===== config.mk =====
export PLATFORM = sky130hd
export DESIGN_NAME = window_unpacker
export DESIGN_NICKNAME = d
export VERILOG_FILES = /design/src/rtl/image_pkg.sv /design/src/rtl/raster_position_counter.sv /design/src/rtl/window_unpacker.sv
export SDC_FILE = /design/constraint.sdc
export NUM_CORES = 1
export LEC_CHECK = 0
export BUFFER_PORTS_ARGS = -buffer_cell sky130_fd_sc_hd__buf_2
export CAP_MARGIN = 20
export CORE_MARGIN = 10
export CORE_UTILIZATION = 28
export DETAILED_ROUTE_END_ITERATION = 6
export GPL_TIMING_DRIVEN = 0
export PLACE_DENSITY = 0.51
export SETUP_SLACK_MARGIN = 0.4
export SYNTH_ARGS = -nofsm -noshare
export SYNTH_HDL_FRONTEND = slang
export SYNTH_HIERARCHICAL = 1
export SYNTH_SLANG_ARGS = --single-unit
export TNS_END_PERCENT = 100

===== constraint.sdc =====
create_clock -name clk -period 1.9 [get_ports clk]
set_clock_uncertainty 0.1 [all_clocks]
set_input_delay 0.095 -clock clk [delete_from_list [all_inputs] [get_ports clk]]
set_output_delay 0.095 -clock clk [all_outputs]
set_load 0.03 [all_outputs]

===== src/rtl/image_pkg.sv =====
// Shared pixel-stream definitions: pixel width, default frame size, slot
// encoding of the three-pixel packed word and a pixel extraction helper.
package image_pkg;

  localparam int PIX_W          = 8;
  localparam int DEF_IMG_WIDTH  = 256;
  localparam int DEF_IMG_HEIGHT = 256;

  localparam logic [1:0] SLOT_OLD = 2'd0;
  localparam logic [1:0] SLOT_MID = 2'd1;
  localparam logic [1:0] SLOT_NEW = 2'd2;

  typedef enum logic {ST_EMPTY = 1'b0, ST_FULL = 1'b1} unpack_state_t;

  // Slot 0 is the oldest pixel and sits in the top byte of the word.
  function automatic logic [PIX_W-1:0] word_pixel(input logic [3*PIX_W-1:0] word,
                                                  input logic [1:0]         k);
    logic [PIX_W-1:0] p;
    case (k)
      SLOT_OLD: p = word[3*PIX_W-1 -: PIX_W];
      SLOT_MID: p = word[2*PIX_W-1 -: PIX_W];
      default:  p = word[PIX_W-1:0];
    endcase
    return p;
  endfunction

endpackage


===== src/rtl/raster_position_counter.sv =====
// Column/row raster position with start-of-frame, end-of-line, end-of-frame decode.
// Zero latency decode of registered counters; advances only when en is high.
module raster_position_counter #(
  parameter int IMG_WIDTH  = 256,
  parameter int IMG_HEIGHT = 256,
  localparam int CW = (IMG_WIDTH  > 1) ? $clog2(IMG_WIDTH)  : 1,
  localparam int RW = (IMG_HEIGHT > 1) ? $clog2(IMG_HEIGHT) : 1
) (
  input  logic          clk,
  input  logic          reset,
  input  logic          en,
  output logic [CW-1:0] col,
  output logic [RW-1:0] row,
  output logic          at_sof,
  output logic          at_eol,
  output logic          at_eof
);

  localparam logic [CW-1:0] COL_LAST = CW'(IMG_WIDTH - 1);
  localparam logic [RW-1:0] ROW_LAST = RW'(IMG_HEIGHT - 1);

  always_ff @(posedge clk) begin
    if (reset) begin
      col <= '0;
      row <= '0;
    end else if (en) begin
      if (col == COL_LAST) begin
        col <= '0;
        row <= (row == ROW_LAST) ? '0 : row + 1'b1;
      end else begin
        col <= col + 1'b1;
      end
    end
  end

  always_comb begin
    at_sof = (col == '0) && (row == '0);
    at_eol = (col == COL_LAST);
    at_eof = at_eol && (row == ROW_LAST);
  end

endmodule


===== src/rtl/window_unpacker.sv =====
// Re-serialises 3-pixel words into a raster pixel stream, oldest pixel first; first pixel one cycle after accept.
// Holds one word; in_ready reopens combinationally when the last slot is being consumed, giving zero-bubble reload.
module window_unpacker #(
  parameter int IMG_WIDTH  = image_pkg::DEF_IMG_WIDTH,
  parameter int IMG_HEIGHT = image_pkg::DEF_IMG_HEIGHT,
  parameter int PIX_W      = image_pkg::PIX_W
) (
  input  logic               clk,
  input  logic               reset,
  input  logic [3*PIX_W-1:0] three_in,
  input  logic               in_valid,
  output logic               in_ready,
  output logic [PIX_W-1:0]   pixel_out,
  output logic               pix_valid,
  input  logic               pix_ready,
  output logic               pix_sof,
  output logic               pix_eol,
  output logic               pix_eof
);

  import image_pkg::SLOT_OLD;
  import image_pkg::SLOT_MID;
  import image_pkg::SLOT_NEW;
  import image_pkg::unpack_state_t;
  import image_pkg::ST_EMPTY;
  import image_pkg::ST_FULL;

  localparam int CW = (IMG_WIDTH  > 1) ? $clog2(IMG_WIDTH)  : 1;
  localparam int RW = (IMG_HEIGHT > 1) ? $clog2(IMG_HEIGHT) : 1;

  unpack_state_t        state;
  logic [1:0]           slot;
  logic [3*PIX_W-1:0]   hold;
  logic                 accept;
  logic                 consume;
  logic [CW-1:0]        col;
  logic [RW-1:0]        row;
  logic                 at_sof;
  logic                 at_eol;
  logic                 at_eof;

  assign pix_valid = (state == ST_FULL);
  assign in_ready  = (state == ST_EMPTY) || ((slot == SLOT_NEW) && pix_ready);
  assign accept    = in_valid && in_ready;
  assign consume   = pix_valid && pix_ready;

  always_ff @(posedge clk) begin
    if (reset) begin
      state <= ST_EMPTY;
      slot  <= SLOT_OLD;
      hold  <= '0;
    end else begin
      case (state)
        ST_EMPTY: begin
          if (accept) begin
            hold  <= three_in;
            slot  <= SLOT_OLD;
            state <= ST_FULL;
          end
        end
        default: begin
          if (consume) begin
            if (slot != SLOT_NEW) begin
              slot <= slot + 2'd1;
            end else if (accept) begin
              hold <= three_in;
              slot <= SLOT_OLD;
            end else begin
              state <= ST_EMPTY;
            end
          end
        end
      endcase
    end
  end

  always_comb begin
    case (slot)
      SLOT_OLD: pixel_out = hold[3*PIX_W-1 -: PIX_W];
      SLOT_MID: pixel_out = hold[2*PIX_W-1 -: PIX_W];
      default:  pixel_out = hold[PIX_W-1:0];
    endcase
  end

  raster_position_counter #(
    .IMG_WIDTH (IMG_WIDTH),
    .IMG_HEIGHT(IMG_HEIGHT)
  ) u_pos (
    .clk   (clk),
    .reset (reset),
    .en    (consume),
    .col   (col),
    .row   (row),
    .at_sof(at_sof),
    .at_eol(at_eol),
    .at_eof(at_eof)
  );

  // Position flags describe the pixel on the bus, so they vanish when nothing is held.
  assign pix_sof = pix_valid && at_sof;
  assign pix_eol = pix_valid && at_eol;
  assign pix_eof = pix_valid && at_eof;

endmodule

==> results of run 1 <==
-- worst max-delay path, stage by stage (launching register included) --
cell     delay (ns)
dfxtp_4        0.36
or4_4          0.50
nor4_2         0.21
and2_4         0.17
buf_6          0.12
-- sequential cells by signal, summed over array words and instances, names as in the netlist --
signal and flops:
hold 24, slot 2, pix_valid 1, u_pos/col 8
u_pos/row 8
-- how the worst max path moves through the flow --
stage	slack, ns	endpoint	start	depth (start not counted)
after floorplan	0.33	pixel_out[0]	slot[1]$_SDFFE_PP0N_	3
after global placement	0.22	u_pos/row[7]$_SDFFE_PP0P_	u_pos/col[0]$_SDFFE_PP0P_	5
after detailed placement	0.20	u_pos/row[7]$_SDFFE_PP0P_	u_pos/col[0]$_SDFFE_PP0P_	5
after CTS	0.06	pix_sof	u_pos/row[6]$_SDFFE_PP0P_	4
after global routing	-0.02	pix_sof	u_pos/row[5]$_SDFFE_PP0P_	4
final	0.05	pix_sof	u_pos/row[6]$_SDFFE_PP0P_	4
-- cells by family (layout without fill, tap and decap cells) --
| group | after synthesis | count (layout) | share of synthesized area, % |
|---|---|---|---|
| adder cells (fa/ha/maj) | 4 | 4 | 2.131 |
| flip-flops | 43 | 43 | 36.65 |
| buffers and inverters | 22 | 125 | 5.221 |
| AND/OR/NAND/NOR | 114 | 114 | 30.37 |
| multiplexers | 34 | 34 | 14.49 |
| XOR/XNOR | 9 | 9 | 3.356 |
| AO/OA/AOI/OAI | 26 | 26 | 7.779 |
-- final cells by class --
| cell class | instances | share of cell area [%] |
|---|---|---|
| clock buffers | 8 | 2.717 |
| well taps | 105 | 3.567 |
| repair buffers | 95 | 21.30 |
| plain buffers | 16 | 4.212 |
| inverters | 6 | 0.6114 |
| multi-input cells | 187 | 43.31 |
| flip-flops and latches | 43 | 24.29 |
-- layout by cell type, fill, tap and decap left out, types with 2 or more instances in the layout --
| cell | synthesis | layout |
|---|---|---|
| a21oi_2 | 0 | 4 |
| ha_4 | 0 | 3 |
| o21ai_1 | 0 | 6 |
| inv_2 | 0 | 2 |
| dfxtp_4 | 0 | 6 |
| nand4_4 | 2 | 2 |
| nand2_1 | 16 | 15 |
| dfxtp_1 | 43 | 28 |
| nand4_1 | 2 | 2 |
| o21ai_2 | 0 | 2 |
| buf_2 | 5 | 30 |
| o21ai_0 | 10 | 2 |
| a311oi_2 | 1 | 2 |
| buf_8 | 0 | 5 |
| clkbuf_1 | 8 | 8 |
| and3_4 | 0 | 2 |
| inv_1 | 6 | 4 |
| xor2_1 | 5 | 5 |
| clkbuf_8 | 0 | 7 |
| buf_12 | 2 | 4 |
| and4_4 | 0 | 2 |
| nor3_4 | 0 | 2 |
| nor3_1 | 6 | 2 |
| dlygate4sd3_1 | 0 | 24 |
| a21oi_1 | 7 | 3 |
| nand3_2 | 0 | 3 |
| nor3_2 | 0 | 2 |
| and2_4 | 0 | 3 |
| nand3_1 | 9 | 5 |
| xnor2_1 | 4 | 4 |
| mux2i_1 | 34 | 33 |
| dfxtp_2 | 0 | 9 |
| buf_4 | 0 | 24 |
| nor2_1 | 11 | 10 |
| buf_6 | 0 | 16 |
| nand2b_1 | 48 | 48 |
-- per-layer routing --
metal | up-vias | share of wire, % | GRT usage (%)
met5 | - | 0 | 0
met4 | 0 | 1.2 | 2.913
met3 | 10 | 5.3 | 2.952
met2 | 49 | 49 | 16.33
met1 | 996 | 45 | 12.34
li1 | 1061 | - | -
-- power by group --
part	total (mW)	switching [mW]	internal, mW
sequential	0.956	0.0247	0.932
clock	0.654	0.322	0.332
combinational	0.366	0.167	0.198
-- per-stage QoR --
stage | util, % | setup TNS (ns) | worst slack, ns
after floorplan | - | 0 | 0.3254
after global placement | 33.01 | 0 | 0.2228
after detailed placement | 33.01 | 0 | 0.1974
after CTS | 40.80 | 0 | 0.05564
after global routing | 45.06 | -0.02320 | -0.02320
final | 45.06 | 0 | 0.04916
-- repair_timing --
| item | CTS | global route |
|---|---|---|
| pin swaps | 10 | 19 |
| cloned | 1 | 0 |
| hold buffers | 24 | 0 |
| endpoints found under the setup margin | 22 | 44 |
| setup buffers | 19 | 11 |
| gates resized for setup | 54 | 67 |
| hold endpoints to repair | 24 | 0 |
==> impl_metrics.csv, run 1 <==
group,metric,value,unit
run_status,run_status,"finished clean",
setup_path,reg2reg_slack,0.32,ns
cells_and_area,drive_above_1_share,42.25,%
grt,grt_pass1_wl,10630,µm
synthesis,syn_area,2349,µm²
floorplan,start_util,28.73,%
route,via_per_inst,4.600,
sta,worst_slew_pin_slew,0.5548,ns
worst_hold_path,hold_depth,3,
synthesis,synth_seq_cells,43,
synthesis,ys_seq_area_share,36.65,%
clock_network,cts_made_buffers,5,
power,leakagePower,1.547,nW
cells_and_area,fillers,768,
power,irDropWorstVdd,0.3686,mV
synthesis,synth.most_common_cell,"nand2b_1",
synthesis,avgSynthCellArea,9.319,µm²
setup_path,crit_required,1.70,ns
clock_network,htreeDepth,2,
floorplan,num_rows,33,
floorplan,coreArea,8175,µm²
clock_network,cts_tree,"built",
synthesis,synth_edf_count,0,
setup_path,r2r_cells,7,
synthesis,synth_area_leaders,"dfxtp_1, mux2i_1, nand2b_1",
clock_network,worstSkewPairLatency,0.30,ns
synthesis,async_flop_share,0,%
sta,hold_ws,0.02176,ns
synthesis,synth_top_area_share,36.65,%
route,drt_iter0_drc,49,
run,cap_violations,0,
clock_network,clockRootBuffer,"clkbuf_8",
synthesis,synthTopCellsByCount,"nand2b_1, dfxtp_1, mux2i_1",
grt,grt_usage,9.976,%
synthesis,synthDistinctLibCells,41,
worst_hold_path,min_path_type,"input port to flop",
clock_network,max-clock-path-buffers,2,
sta,final-hold-violation-count,0,
cells_and_area,register_area,894.6,µm²
floorplan,die_h,111.6,µm
sta,rsz0062_at_grt,"true",
grt,overflow,0,
worst_hold_path,min_from,"in_valid",
grt,grt_antenna_before_repair,0,
setup_path,cp-start-kind,"flop",
synthesis,synth_nets,284,
cells_and_area,multiInputGateArea,1595,µm²
cells_and_area,finalInstanceArea,3684,µm²
synthesis,yosysWarnings,6,
sta,slew_violations,0,
route,route.vias.total,2116,
grt,grt_pass1_vias,2200,
grt,grt_max_degree,13,
placed_design,post-place-cells,397,
worst_hold_path,min_to,"pix_valid$_SDFF_PP0_",
route,ant_nets,0,
cells_and_area,final_net_count,386,
sta,min_period,1.851,ns
route,drt_wl_total,6599,µm
synthesis,synthCells,252,
route,first_pass_iters,4,
sta,setup_viol,0,
sta,period_share,97.41,%
setup_path,r2r_start,"pix_valid$_SDFF_PP0_",
placed_design,gp_congestion,0.7732,
route,drc,0,
setup_path,reg2reg_to,"u_pos/row[6]$_SDFFE_PP0P_",
clock_network,clk_pin_slew,0.09,ns
setup_path,cp-end-kind,"primary output",
cells_and_area,n_antenna_cell,0,
clock_network,cts.sinks,43,
cells_and_area,area_growth,56.85,%
setup_path,worstPathArrival,1.66,ns
placed_design,placed_area,2699,µm²
setup_path,crit_fanout,2,
route,wl_per_cell,14.35,µm
synthesis,synth-main-ff-cell,"dfxtp_1",
floorplan,pin_count,41,
cells_and_area,stdcell_count,460,
power,total_power,1.976,mW
synthesis,yosys.area.top_type,"dfxtp_1",
sta,slew_headroom,63.01,%
placed_design,port_buffers,40,
sta,fmax,540.3,MHz
floorplan,dieWidth,111.6,µm
power,p_per_area,536.6,nW/µm²
floorplan,die_area,12450,µm²
placed_design,hpwl,4231,µm
setup_path,critPathKind,"flop to primary output",
No activity file was read; power rests on OpenSTA's default activity.
==> run 2, diff against run 1 <==
--- a/config.mk
+++ b/config.mk
@@ -5,7 +5,7 @@
 export SDC_FILE = /design/constraint.sdc
 export NUM_CORES = 1
 export LEC_CHECK = 0
-export BUFFER_PORTS_ARGS = -buffer_cell sky130_fd_sc_hd__buf_2
+export BUFFER_PORTS_ARGS = -buffer_cell sky130_fd_sc_hd__buf_4
 export CAP_MARGIN = 20
 export CORE_MARGIN = 10
 export CORE_UTILIZATION = 28
==> constraint.sdc (replaced) <==
create_clock -name clk -period 2.02 [get_ports clk]
set_clock_uncertainty 0.1 [all_clocks]
set_input_delay 0.404 -clock clk [delete_from_list [all_inputs] [get_ports clk]]
set_output_delay 0.404 -clock clk [all_outputs]
set_load 0.03 [all_outputs]
==> run 2 against run 1 <==
- combinational power decreased by 5%
- non-clock buffer count shrank 27
- via count shrank 7.4%
- clock-buffer cell count did not move
- cell count shrank 5.9%
- first-iteration DRC count is 29% lower
- hold slack better by 0.24 ns
- global-route usage decreased by 0.68 points
- utilization down 2.0 points
- clock power fell by 5.7%
- sequential power is 5.4% lower
- the flow now finishes with violations (setup timing)
==> impl_metrics.csv, run 2 (synthesis results as in run 1) <==
group,metric,value,unit
clock_network,clockRootBuffer,"clkbuf_8",
power,pwr-share-seq,48.4,%
route,drt_iter0_drc,35,
grt,grt_busiest_layer,"met2",
sta,rsz0062_at_grt,"true",
clock_network,worstSkewPairLatency,0.30,ns
clock_network,clk_pin_slew,0.09,ns
run_status,failed_checks,"setup timing",
cells_and_area,final_cell_mix,"buf_4, nand2b_1, dfxtp_1",
route,drt_wl_total,6273,µm
power,irDropWorstVdd,0.2211,mV
clock_network,cts_tree,"built",
sta,period_share,107.4,%
grt,grt_antenna_before_repair,0,
power,total_power,1.869,mW
route,wl_per_cell,14.49,µm
grt,met2_usage,15.16,%
floorplan,dieWidth,111.6,µm
power,swShare,26.14,%
cells_and_area,final_net_count,359,
sta,setup_slack,-0.1495,ns
grt,grt_usage,9.297,%
power,switching_power,0.4885,mW
clock_network,htreeDepth,2,
setup_path,cp-start-kind,"flop",
sta,worst_slew_pin_slew,0.6128,ns
placed_design,gp_congestion,0.7489,
clock_network,cts.sinks,43,
grt,overflow,0,
setup_path,crit_fanout,3,
grt,met3_usage,3.650,%
floorplan,die_area,12450,µm²
sta,slew_violations,0,
sta,fmax,460.9,MHz
setup_path,worstPathArrival,1.67,ns
placed_design,hpwl,4236,µm
clock_network,cts_made_buffers,5,
route,first_pass_iters,4,
grt,grt_pass1_wl,9729,µm
floorplan,pin_count,41,
route,via_per_inst,4.524,
sta,setup_viol,2,
floorplan,start_util,28.73,%
cells_and_area,largest_reg_flops,24,
route,route.vias.total,1959,
worst_hold_path,min_path_type,"input port to flop",
run,cap_violations,0,
power,leakagePower,1.457,nW
placed_design,placed_area,2831,µm²
power,p_int,1.380,mW
placed_design,post-place-cells,397,
cells_and_area,finalInstanceArea,3518,µm²
floorplan,num_rows,33,
run_status,run_status,"finished with violations",
grt,grt_max_degree,13,
placed_design,port_buffers,40,
floorplan,coreArea,8175,µm²
setup_path,critPathKind,"flop to primary output",
clock_network,hold_buffers,0,
sta,min_period,2.170,ns
power,p_per_area,531.2,nW/µm²
grt,grt.met1_usage,11.08,%
route,ant_nets,0,
cells_and_area,reg.largest.list,"hold: 24 flops, u_pos/col: 8 flops, u_pos/row: 8 flops",
power,combinationalPowerShare,18.6,%
sta,hold_ws,0.2624,ns
cells_and_area,final_common_cell,"buf_4",
placed_design,post-place-ws,0.1141,ns
setup_path,crit_required,1.52,ns
grt,grt_pass1_vias,2020,
floorplan,die_h,111.6,µm
route,drc,0,
cells_and_area,drive_above_1_share,45.43,%
cells_and_area,n_antenna_cell,0,
setup_path,cp-end-kind,"primary output",
cells_and_area,regMostFlops,"hold",
power,pwr-share-clk,33.0,%
clock_network,max-clock-path-buffers,2,
cells_and_area,stdcell_count,433,
cells_and_area,area_growth,49.81,%
sta,final-hold-violation-count,0,
sta,slew_headroom,59.15,%
run 2: cell types whose count changed in the layout (fill, tap and decap cells not counted), moves of 3 or more:
cell and change:
buf_8 -3, dfxtp_1 +3, mux2i_2 +3, buf_6 +3, dlygate4sd3_1 -24, buf_4 +25, mux2i_1 -5, and3_1 +3
buf_2 -28
run 2: worst paths after layout:
check                                          startpoint                        end  cells after the start  slack, ns
worst min register to register       hold[1]$_SDFFE_PP0P_       hold[1]$_SDFFE_PP0P_                      2       0.38
worst max register to register  u_pos/col[0]$_SDFFE_PP0P_  u_pos/row[7]$_SDFFE_PP0P_                      8       0.27
worst min-delay path                          three_in[8]       hold[8]$_SDFFE_PP0P_                      3       0.26
worst max-delay path            u_pos/row[0]$_SDFFE_PP0P_                    pix_sof                      7      -0.15
run 2: through the flow:
step	utilization [%]	TNS, ns
after global routing	43.04	-0.3799
after detailed placement	34.63	0
final	43.04	-0.2529
after global placement	34.63	0
after CTS	39.59	-0.2107
after floorplan	-	0
run 2: area by class of cell:
| class | instances | area (µm²) |
|---|---|---|
| Multi-Input combinational cell | 187 | 1620 |
| Buffer | 16 | 162.7 |
| Timing Repair Buffer | 68 | 590.6 |
| Inverter | 6 | 25.02 |
| Sequential cell | 43 | 888.4 |
| Clock buffer | 8 | 100.1 |
| Tap cell | 105 | 131.4 |
| Fill cell | 820 | 4657 |
run 2: critical path, stage by stage (launching register included):
cell and delay [ns]:
dfxtp_4 0.37, inv_4 0.06, ha_4 0.11, nor4b_4 0.18, nand2_1 0.09, nor4_1 0.24
and2_4 0.18, buf_6 0.12
run 2: repair_timing:
action                                  4_1_cts  5_1_grt
gates resized for setup                      51       42
cloned                                        0        0
pin swaps                                     8       19
endpoints found under the hold margin         0        0
buffers inserted                             14       14
endpoints found under the setup margin       15       34
run 2: power by group through the flow:
stage / clock network, mW / registers, mW / logic (mW)
after floorplan: 0 / 0.919 / 0.176
after global placement: 0 / 0.922 / 0.282
after detailed placement: 0 / 0.922 / 0.283
after CTS: 0.633 / 0.904 / 0.321
after global routing: 0.666 / 0.908 / 0.374
final: 0.617 / 0.904 / 0.348
run 2: per-layer routing:
layer	vias up	share of wire [%]
li1	1015	-
met1	909	46
met5	-	0
met3	5	5.5
met4	0	0.99
met2	30	48
